--- src/rtl/victim_cache.sv ---
// Fully-associative victim cache holding clean lines evicted from the dcache.
// Lookup is zero-latency (victim_hit_o / hit_line_o are combinational); all
// other state updates on the rising edge of clk with synchronous active-low
// reset rst_n.
//
// Ports:
//   clk, rst_n            clock, synchronous active-low reset
//   lookup_req_i          LSU lookup valid
//   lookup_addr_i         line address being looked up
//   victim_hit_o          lookup hit (combinational)
//   hit_line_o            data of hit entry, zero on miss (combinational)
//   write_to_victim_i     insert evicted line (evict_addr_i / evict_line_i)
//   write_from_victim_i   hit line moves to dcache; invalidate hit entry
//   flush_i               invalidate all entries, reset round-robin pointer
//   count_o, full_o       number of valid entries, all entries valid
//   hit_cnt_o             hit performance counter
//   lookup_cnt_o          lookup performance counter
//
// Optional feature macro: VC_PERF_CNT_EN enables the saturating 32-bit
// performance counters; when undefined both counter outputs are tied to 0.
module victim_cache #(
  parameter int unsigned VC_ENTRIES  = 4,
  parameter int unsigned LINE_ADDR_W = 26,
  parameter int unsigned LINE_W      = 128
) (
  input  logic                              clk,
  input  logic                              rst_n,
  input  logic                              lookup_req_i,
  input  logic [LINE_ADDR_W-1:0]            lookup_addr_i,
  output logic                              victim_hit_o,
  output logic [LINE_W-1:0]                 hit_line_o,
  input  logic                              write_to_victim_i,
  input  logic [LINE_ADDR_W-1:0]            evict_addr_i,
  input  logic [LINE_W-1:0]                 evict_line_i,
  input  logic                              write_from_victim_i,
  input  logic                              flush_i,
  output logic [$clog2(VC_ENTRIES):0]       count_o,
  output logic                              full_o,
  output logic [31:0]                       hit_cnt_o,
  output logic [31:0]                       lookup_cnt_o
);

  localparam int unsigned IDX_W = $clog2(VC_ENTRIES);
  localparam int unsigned CNT_W = IDX_W + 1;

  logic [VC_ENTRIES-1:0]  valid_q, valid_d, valid_ext;
  logic [LINE_ADDR_W-1:0] tag_q  [VC_ENTRIES];
  logic [LINE_W-1:0]      data_q [VC_ENTRIES];
  logic [IDX_W-1:0]       rr_q, rr_d;
  logic [CNT_W-1:0]       count_q, count_d;
  logic                   full_q, full_d;

  logic [VC_ENTRIES-1:0]  lk_match, ev_match;
  logic                   hit_c;
  logic [LINE_W-1:0]      hit_line_c;
  logic                   extract;
  logic [IDX_W-1:0]       ins_slot;
  logic                   use_rr;
  logic                   ins_we;

  // Tag compare for lookup and for the evicted address.
  always_comb begin
    lk_match   = '0;
    ev_match   = '0;
    hit_line_c = '0;
    for (int i = 0; i < VC_ENTRIES; i++) begin
      lk_match[i] = valid_q[i] && (tag_q[i] == lookup_addr_i);
      ev_match[i] = valid_q[i] && (tag_q[i] == evict_addr_i);
      // Tags are unique among valid entries, so OR-ing is a clean mux.
      if (lookup_req_i && lk_match[i]) hit_line_c = hit_line_c | data_q[i];
    end
    hit_c = lookup_req_i && (|lk_match);
  end

  assign victim_hit_o = hit_c;
  assign hit_line_o   = hit_line_c;

  // Next valid / round-robin / occupancy state.
  always_comb begin
    logic found;
    extract   = write_from_victim_i && hit_c;
    // An entry being extracted this cycle is free for the insert below.
    valid_ext = valid_q & ~(extract ? lk_match : {VC_ENTRIES{1'b0}});
    ins_slot  = rr_q;
    use_rr    = 1'b0;
    found     = 1'b0;
    if (|ev_match) begin
      for (int i = 0; i < VC_ENTRIES; i++) begin
        if (ev_match[i]) ins_slot = IDX_W'(i);
      end
    end else begin
      for (int i = 0; i < VC_ENTRIES; i++) begin
        if (!found && !valid_ext[i]) begin
          ins_slot = IDX_W'(i);
          found    = 1'b1;
        end
      end
      use_rr = !found;
    end

    valid_d = valid_ext;
    rr_d    = rr_q;
    if (write_to_victim_i) begin
      valid_d[ins_slot] = 1'b1;
      if (use_rr) rr_d = IDX_W'(rr_q + IDX_W'(1));
    end
    if (flush_i) begin
      valid_d = '0;
      rr_d    = '0;
    end

    count_d = '0;
    for (int i = 0; i < VC_ENTRIES; i++) begin
      count_d = CNT_W'(count_d + CNT_W'(valid_d[i]));
    end
    full_d = (count_d == CNT_W'(VC_ENTRIES));
  end

  assign ins_we = write_to_victim_i && !flush_i && rst_n;

  // Control state with synchronous reset.
  always_ff @(posedge clk) begin
    if (!rst_n) begin
      valid_q <= '0;
      rr_q    <= '0;
      count_q <= '0;
      full_q  <= 1'b0;
    end else begin
      valid_q <= valid_d;
      rr_q    <= rr_d;
      count_q <= count_d;
      full_q  <= full_d;
    end
  end

  // Tag/data arrays are not reset; valid bits gate them.
  always_ff @(posedge clk) begin
    if (ins_we) begin
      tag_q[ins_slot]  <= evict_addr_i;
      data_q[ins_slot] <= evict_line_i;
    end
  end

  assign count_o = count_q;
  assign full_o  = full_q;

`ifdef VC_PERF_CNT_EN
  logic [31:0] hit_cnt_q, lookup_cnt_q;

  // Saturating performance counters; not cleared by flush.
  always_ff @(posedge clk) begin
    if (!rst_n) begin
      hit_cnt_q    <= '0;
      lookup_cnt_q <= '0;
    end else begin
      if (lookup_req_i && (lookup_cnt_q != 32'hFFFF_FFFF)) lookup_cnt_q <= lookup_cnt_q + 32'd1;
      if (hit_c && (hit_cnt_q != 32'hFFFF_FFFF))           hit_cnt_q    <= hit_cnt_q + 32'd1;
    end
  end

  assign hit_cnt_o    = hit_cnt_q;
  assign lookup_cnt_o = lookup_cnt_q;
`else
  assign hit_cnt_o    = '0;
  assign lookup_cnt_o = '0;
`endif

endmodule

--- config.mk ---
export PLATFORM = sky130hd
export DESIGN_NAME = victim_cache
export DESIGN_NICKNAME = d
export VERILOG_FILES = /design/src/rtl/victim_cache.sv
export SDC_FILE = /design/constraint.sdc
export NUM_CORES = 1
export LEC_CHECK = 0
export ABC_AREA = 1
export CAP_MARGIN = 40
export CORE_MARGIN = 3
export CORE_UTILIZATION = 25
export CTS_CLUSTER_DIAMETER = 30
export CTS_CLUSTER_SIZE = 20
export DETAILED_ROUTE_END_ITERATION = 6
export PLACE_DENSITY = 0.42
export REMOVE_ABC_BUFFERS = 1
export SYNTH_ARGS = -nofsm -noshare
export SYNTH_HDL_FRONTEND = slang
export SYNTH_SLANG_ARGS = --single-unit
--- constraint.sdc ---
create_clock -name clk -period 32.9 [get_ports clk]
set_input_delay 9.87 -clock clk [delete_from_list [all_inputs] [get_ports clk]]
set_output_delay 9.87 -clock clk [all_outputs]
set_load 0.01 [all_outputs]
=== After elaboration in Yosys (flattened, before gate mapping) ===
Memories as Yosys holds them, arrays and structs flattened.
Index checks and enable logic that the tools add are counted.

* Bits in registers: 10
* RAM bits: 616
* Output and inout port bits: 197
* Memories: 2

* $add $sub $neg: 4
* Magnitude comparators: 2
* Equality and inequality tests: 9
* Multiplexer cells: 29
* Bitwise gates (word level): 7
* Reductions and logical operators: 32

{| class="wikitable"
|+ Memory list
! name !! depth !! bits a word !! read ports !! clocked after Yosys merged registers in !! write ports !! line !! text
|-
| data_q || 4 || 128 || 4 || 0 || 1 || 48 || <nowiki>logic [LINE_W-1:0] data_q [VC_ENTRIES];</nowiki>
|-
| tag_q || 4 || 26 || 4 || 0 || 1 || 47 || <nowiki>logic [LINE_ADDR_W-1:0] tag_q [VC_ENTRIES];</nowiki>
|}

{| class="wikitable"
|+ Operators with widths
! cell !! number
|-
| 128-bit two-way mux || 4
|-
| 128-bit bitwise OR || 3
|-
| 26-bit == test || 8
|-
| 1-bit logical AND || 20
|-
| 2-bit two-way mux || 9
|-
| 1-bit two-way mux || 12
|-
| 4-bit two-way mux || 3
|-
| 1-bit zero test || 8
|-
| 4-bit OR reduction || 2
|-
| 4-bit AND || 1
|-
| 4-bit inverter || 1
|-
| 4-bit bitwise OR || 1
|-
| 2-bit by 1-bit adder with 3-bit output || 1
|-
| 3-bit by 1-bit adder with 3-bit output || 1
|-
| 3-bit == test, second input constant || 1
|-
| 2-bit by 3-bit < comparator with 1-bit output, second input constant || 1
|-
| 1-bit by 1-bit adder with 2-bit output || 1
|-
| 2-bit by 1-bit adder with 2-bit output, second input constant || 1
|-
| 1-bit demux with 2-bit select || 1
|-
| 2-bit by 1-bit >= comparator with 1-bit output, second input constant || 1
|-
| 2-bit AND reduction || 1
|-
| 2-bit OR reduction || 1
|-
| 1-bit inverter || 1
|}

=== Longest topological paths before layout ===
An unclocked memory read counts as a cell.

* Depth after elaboration: 34
* Gate-level depth with buffers: 23
* Gate-level depth less buffers: 23

=== Worst setup path before layout ===
Ideal clock, no wire load.

* Path kind: input-to-reg
* From: in lookup_addr_i[8]
* To: mem data_q[0][0] (enable)
* Setup time: 856 ps
* Arrival: 21,613 ps
* Setup slack: 10,432 ps
* Cell stages on the path: 14
* Path buffers: 1
* Cells stage by stage: buf_2 > xnor2_1 > nand2_1 > nor2_1 > nand3_1 > nor2_2 > nor2_2 > nand2_1 > nand4_2 > nand2_1 > nor2_1 > nand3_1 > nand3_2 > nor3_1

* Word-level cells in the longest chain between the ends: 22

{| class="wikitable"
|+ RTL lines
! item !! line !! text
|-
| start: declaration || 29 || <nowiki>input logic [LINE_ADDR_W-1:0] lookup_addr_i,</nowiki>
|-
| 26-bit == test || 67 || <nowiki>lk_match[i] = valid_q[i] && (tag_q[i] == lookup_addr_i);</nowiki>
|-
| 1-bit logical AND || 67 ||
|-
| 4-bit OR reduction || 72 || <nowiki>hit_c = lookup_req_i && (|lk_match);</nowiki>
|-
| 1-bit logical AND || 72 ||
|-
| 1-bit logical AND || 81 || <nowiki>extract = write_from_victim_i && hit_c;</nowiki>
|-
| 4-bit two-way mux * || 83 || <nowiki>valid_ext = valid_q & ~(extract ? lk_match : {VC_ENTRIES{1'b0}});</nowiki>
|-
| 4-bit inverter * || 83 ||
|-
| 4-bit AND * || 83 ||
|-
| [6 not listed] || n/a ||
|-
| 1-bit zero test || 93 || <nowiki>if (!found && !valid_ext[i]) begin</nowiki>
|-
| 1-bit logical AND || 93 ||
|-
| 1-bit two-way mux || 93 ||
|-
| 1-bit two-way mux || 87 || <nowiki>if (|ev_match) begin</nowiki>
|-
| 1-bit zero test || 93 ||
|-
| 1-bit logical AND || 93 ||
|-
| 2-bit two-way mux * || 93 ||
|-
| 2-bit two-way mux * || 87 ||
|-
| end: declaration || 48 ||
|}

Every way passes the cells marked *; elsewhere a longest branch is shown, timed or not. The select of a mux whose other input is x is not followed.

=== Worst setup path in the final report ===
* From: in lookup_addr_i[13]
* To: out hit_line_o[74]

* Word-level cells in the longest chain between the ends: 10

{| class="wikitable"
|+ RTL lines
! item !! line !! text
|-
| 26-bit == test || 67 ||
|-
| 1-bit logical AND || 67 ||
|-
| 1-bit logical AND || 70 || <nowiki>if (lookup_req_i && lk_match[i]) hit_line_c = hit_line_c | data_q[i];</nowiki>
|-
| 128-bit two-way mux || 70 ||
|-
| 128-bit bitwise OR || 70 ||
|-
| 128-bit two-way mux || 70 ||
|-
| 128-bit bitwise OR || 70 ||
|-
| 128-bit two-way mux || 70 ||
|-
| 128-bit bitwise OR || 70 ||
|-
| 128-bit two-way mux * || 70 ||
|-
| end: declaration || 31 || <nowiki>output logic [LINE_W-1:0] hit_line_o,</nowiki>
|}

Every way passes the cells marked *; elsewhere a longest branch is shown, timed or not.

==> results.txt <==
----------------------------------------------------
[Run status]
  Run status ... complete, no violations

[Drt]
  Detailed-route vias per instance ... between 4 and 5
  Drt total wl ... between 90,000 and 100,000 um
  ANT nets after route ... 0
  Total vias in the final route ... 19,183
  Detailed-router iteration count before antenna repair ... 5
  Starting DRT DRC Count ... about 1,100
  Drc violations ... 0
  Per-cell routed wire length ... about 22 um

[Synth]
  Count of flip-flops with a built-in enable after synthesis ... 616
  Combinational family with the most area after synthesis ... simple AND/OR/NAND/NOR gates
  Adder and majority cell fraction of the synthesized area ... 0.169%
  Per-instance average area after synthesis ... approximately 12 um2
  Distinct cell type count after synthesis ... 38
  Sequential share of the synthesized area ... between 70 and 80%
  Share of flip-flops with an asynchronous set or reset ... 0%
  Xor-xnor portion of the synthesized cell area ... roughly 2.2%
  Post-synthesis register bit count ... 626
  Most used flip-flop cell after synthesis ... edfxtp_1
  Area of the mapped netlist ... between 0.02 and 0.03 mm2
  Multiplexer fraction of the synthesized cell area ... 0%
  Number of warnings printed during yosys synthesis ... 0
  Simple-gate area share of the yosys netlist ... 20.5%
  Complex-gate fraction of the synthesized area ... under 10%
  Syn Inst Count ... around 2,300

[Placed design]
  HPWL after detailed placement ... slightly above 60,000 um
  Buffers on Ports ... approximately 320
  Last weighted congestion value of the routability-driven placer ... around 0.92
  Total instance count after detailed placement ... 3,880

[Critical path]
  Source of the worst register-to-register timing path ... tag_q[0][4]
  Crit path cell chain ... clkdlybuf4s50_1 > inv_2 > nand2_1 > nand2_1 > nor2_1 > nand2_1 > nor2_1 > nand2_1 > nor2_4 > buf_4 > buf_16 > buf_4 > nand3_1 > nand4_1 > clkdlybuf4s50_1
  Setup crit end kind ... output pin
  Count of cell instances traversed by the critical path ... 15
  Most used cell along the critical path ... nand2_1
  Endpoint of the most critical register-to-register path ... data_q[1][4]
  Cell type of the slowest stage on the worst timing path ... clkdlybuf4s50_1
  WP data arrival ... ~14 ns
  Startpoint types ... input pin
  Capture point of the worst path ... hit_line_o[74]
  Worst-path maximum fanout ... 52
  Startpoint of the most critical setup path ... lookup_addr_i[13]
  Reg-to-reg slack, setup ... 27.40 ns
  Worst EP required ... ~23 ns
  R2R depth ... 17
  Cell class contributing the biggest share of worst-path delay ... buffers and inverters
  Maximum single-stage delay on the critical path ... about 0.80 ns
  WS Path Type ... input pin to output pin
  Buffers and inverters on the worst path ... 6

[Power and ir drop]
  Share of total power in the clock network ... between 60% and 70%
  Comb pwr share ... 3.4%
  Net Sw Power ... 0.534 mW
  Worst vdd rail ir drop ... roughly 0.052 mV
  Sequential cell fraction of total power ... approximately a third
  Internal power consumption ... ~2 mW
  Leakage power figure ... approximately 13 nW
  Net switching fraction of the power ... 20.9%
  Post-layout total power ... between 2 and 3 mW
  Power density of the placed cells ... just under 70 mW/mm2

[STA]
  Worst hold slack after final layout ... 0.484 ns
  Setup-violating endpoint count in the final report ... 0
  Clock Skews ... around 0.04 ns
  Final Hold Vio Count ... 0
  Post-route clock period utilization ... between 70% and 80%
  Maximum clock frequency ... roughly 0.04 GHz
  Setup repair after global routing missed its margin ... no
  Total count of max-transition violations in the final report ... 0
  Setup TNS ... 0 ns
  Slew at the pin with the worst max-slew slack ... between 1 and 1.5 ns
  Final worst path period need ... 24.27 ns
  Max-Slew Margin vs Limit ... a little over a quarter

[Clocking]
  Hold buffer count at CTS ... 0
  Number of buffers between clock root and the deepest sink ... 3
  Clock buffer count from CTS ... about 170
  TritonCTS clock tree ... yes
  Setup fix buffers added after clock tree synthesis ... 0
  Total number of clock tree sinks ... ~630
  Count of cells resized by post-cts repair ... 0
  Clk Tree Root Cell ... clkbuf_16
  Source-to-sink clock delay at the later pin of the worst-skew pair ... 0.73 ns
  Clock-pin slew on the worst setup and hold paths ... 0.04 ns
  CTS H-tree lvls ... 4

[Floorplanning]
  Placeable core region ... between 0.1 and 0.15 mm2
  Die Span Y ... 333 um
  Die Footprint ... 0.111 mm2
  Boundary Pins ... about 380
  Initial Utilization ... 25.3%
  DIE WIDTH ... around 330 um
  Number of rows created at floorplan ... 119

[Final layout]
  Number of inserted filler cells in the final layout ... approximately 10,000
  Fraction of final layout cells sized beyond drive strength 1 ... a little under an eighth
  Commonest non-fill, non-tap cell in the layout ... edfxtp_1
  Number of standard cells in the final layout excluding fillers ... between 4,000 and 5,000
  Combined area of the multi-input logic cells ... 0.00675 mm2
  Register area ... approximately 0.019 mm2
  Number of nets in the layout ... 2,848
  Utilization of the core after routing ... a little over a third
  Area delta synth->final ... 38.7%
  Most frequent cells in the layout ... edfxtp_1, nand3_1, nand2_1

[Global route]
  Wire length of the first global-routing pass ... approximately 130,000 um
  Antenna violations before repair ... 10
  Vias in the first global route ... 19,673
  Largest net degree at the start of global routing ... about 160
  Total grt overflow ... 0
  GR Util All Layers ... about 16%

[Min path]
  Hold/Removal Path Class ... flip-flop to flip-flop

[Run]
  Number of maximum-capacitance violations ... 0

----------------------------------------------------
==> synthesized netlist by cell type (2+ instances only) <==
cell type  count  share of area, %
edfxtp_1     616                69
nand3_1      535                10
nand2_1      341               4.8
nand4_1      145               3.4
inv_1        123               1.7
nor2_1       112               1.6
clkbuf_1      93               1.3
buf_4         64               1.8
xor2_1        35               1.1
xnor2_1       31               1.0
inv_2         28              0.39
o22ai_1       15              0.35
a21oi_1       12              0.23
buf_1         12              0.17
buf_2         12              0.23
o21ai_1       11              0.21
dfxtp_1       10              0.75
nor3_1        10              0.19
o21ai_0       10              0.19
nor4_1         8              0.19
nor2_2         4             0.094
o2111ai_1      4              0.13
clkinv_1       3             0.042
o221ai_1       3             0.098
a221oi_1       2             0.066
ha_1           2             0.094
nand3_2        2             0.075
o211ai_1       2             0.056
==> power by group through the flow <==
stage          Clock, mW  Sequential, mW  Combinational, mW
3_3_place_gp           0           0.903             0.0846
3_5_place_dp           0           0.903             0.0863
2_1_floorplan          0           0.906             0.0228
4_1_cts             1.61           0.891             0.0866
5_1_grt             1.66           0.890             0.0934
6_report            1.58           0.891             0.0861
==> routing by layer <==
metal / global-route usage, % / up-vias / part of all wire (%) / wire [um]
met5: 0 / - / 0.094 / 87
met4: 5.24 / 12 / 2.2 / 2000
met3: 5.20 / 144 / 7.4 / 6870
met2: 27.3 / 646 / 48 / 44700
met1: 20.3 / 9442 / 42 / 38800
li1: - / 8939 / - / -
==> worst min-delay path by stage <==
stage	endpoint	from	cells past startpoint
2_1_floorplan	rr_q[1]	rr_q[1]	2
3_3_place_gp	rr_q[1]	rr_q[1]	2
3_5_place_dp	rr_q[1]	rr_q[1]	2
4_1_cts	rr_q[1]	rr_q[1]	2
5_1_grt	rr_q[1]	rr_q[1]	2
6_report	rr_q[1]	rr_q[1]	2
==> logic make-up (layout without fill, tap and decap cells) <==
logic type | count (synthesis) | count (layout)
AND/OR/NAND/NOR | 1161 | 1161
flip-flops | 626 | 626
buffers and inverters | 336 | 813
XOR/XNOR | 66 | 66
AO/OA/AOI/OAI | 62 | 62
adder cells (fa/ha/maj) | 3 | 3
other | 1 | 69
==> tightest hold or removal path: cells and delay by family (launching register included) <==
kind / cells / cell delay [ns]
AOI/OAI and AO/OA: 1 / 0.07
buffers and inverters: 1 / 0.08
DFF: 1 / 0.29
==> through the flow <==
| step | setup slack [ns] | instance area (um2) |
|---|---|---|
| global route | 8.31 | 37000 |
| CTS | 8.52 | 37000 |
| finish | 8.63 | 37000 |
| floorplan | 8.17 | 26000 |
| global placement | 8.13 | 31200 |
| detailed placement | 8.55 | 31400 |
==> registers in the layout (all words and copies together), names as in the netlist <==
name	flops
count_o	3
data_q	512
tag_q	104
full_o	1
valid_q	4
rr_q	2
==> area by class of cell <==
type                       instances  share of cell area (%)
multi-input combinational       1356                    18.2
tap                             1391                    4.70
clock inverter                   109                    3.33
sequential                       626                    50.5
timing repair buffer             353                    9.92
clock buffer                     197                    11.7
antenna                            5                  0.0338
inverter                         154                    1.56
Power figures use the tool's default switching activity.
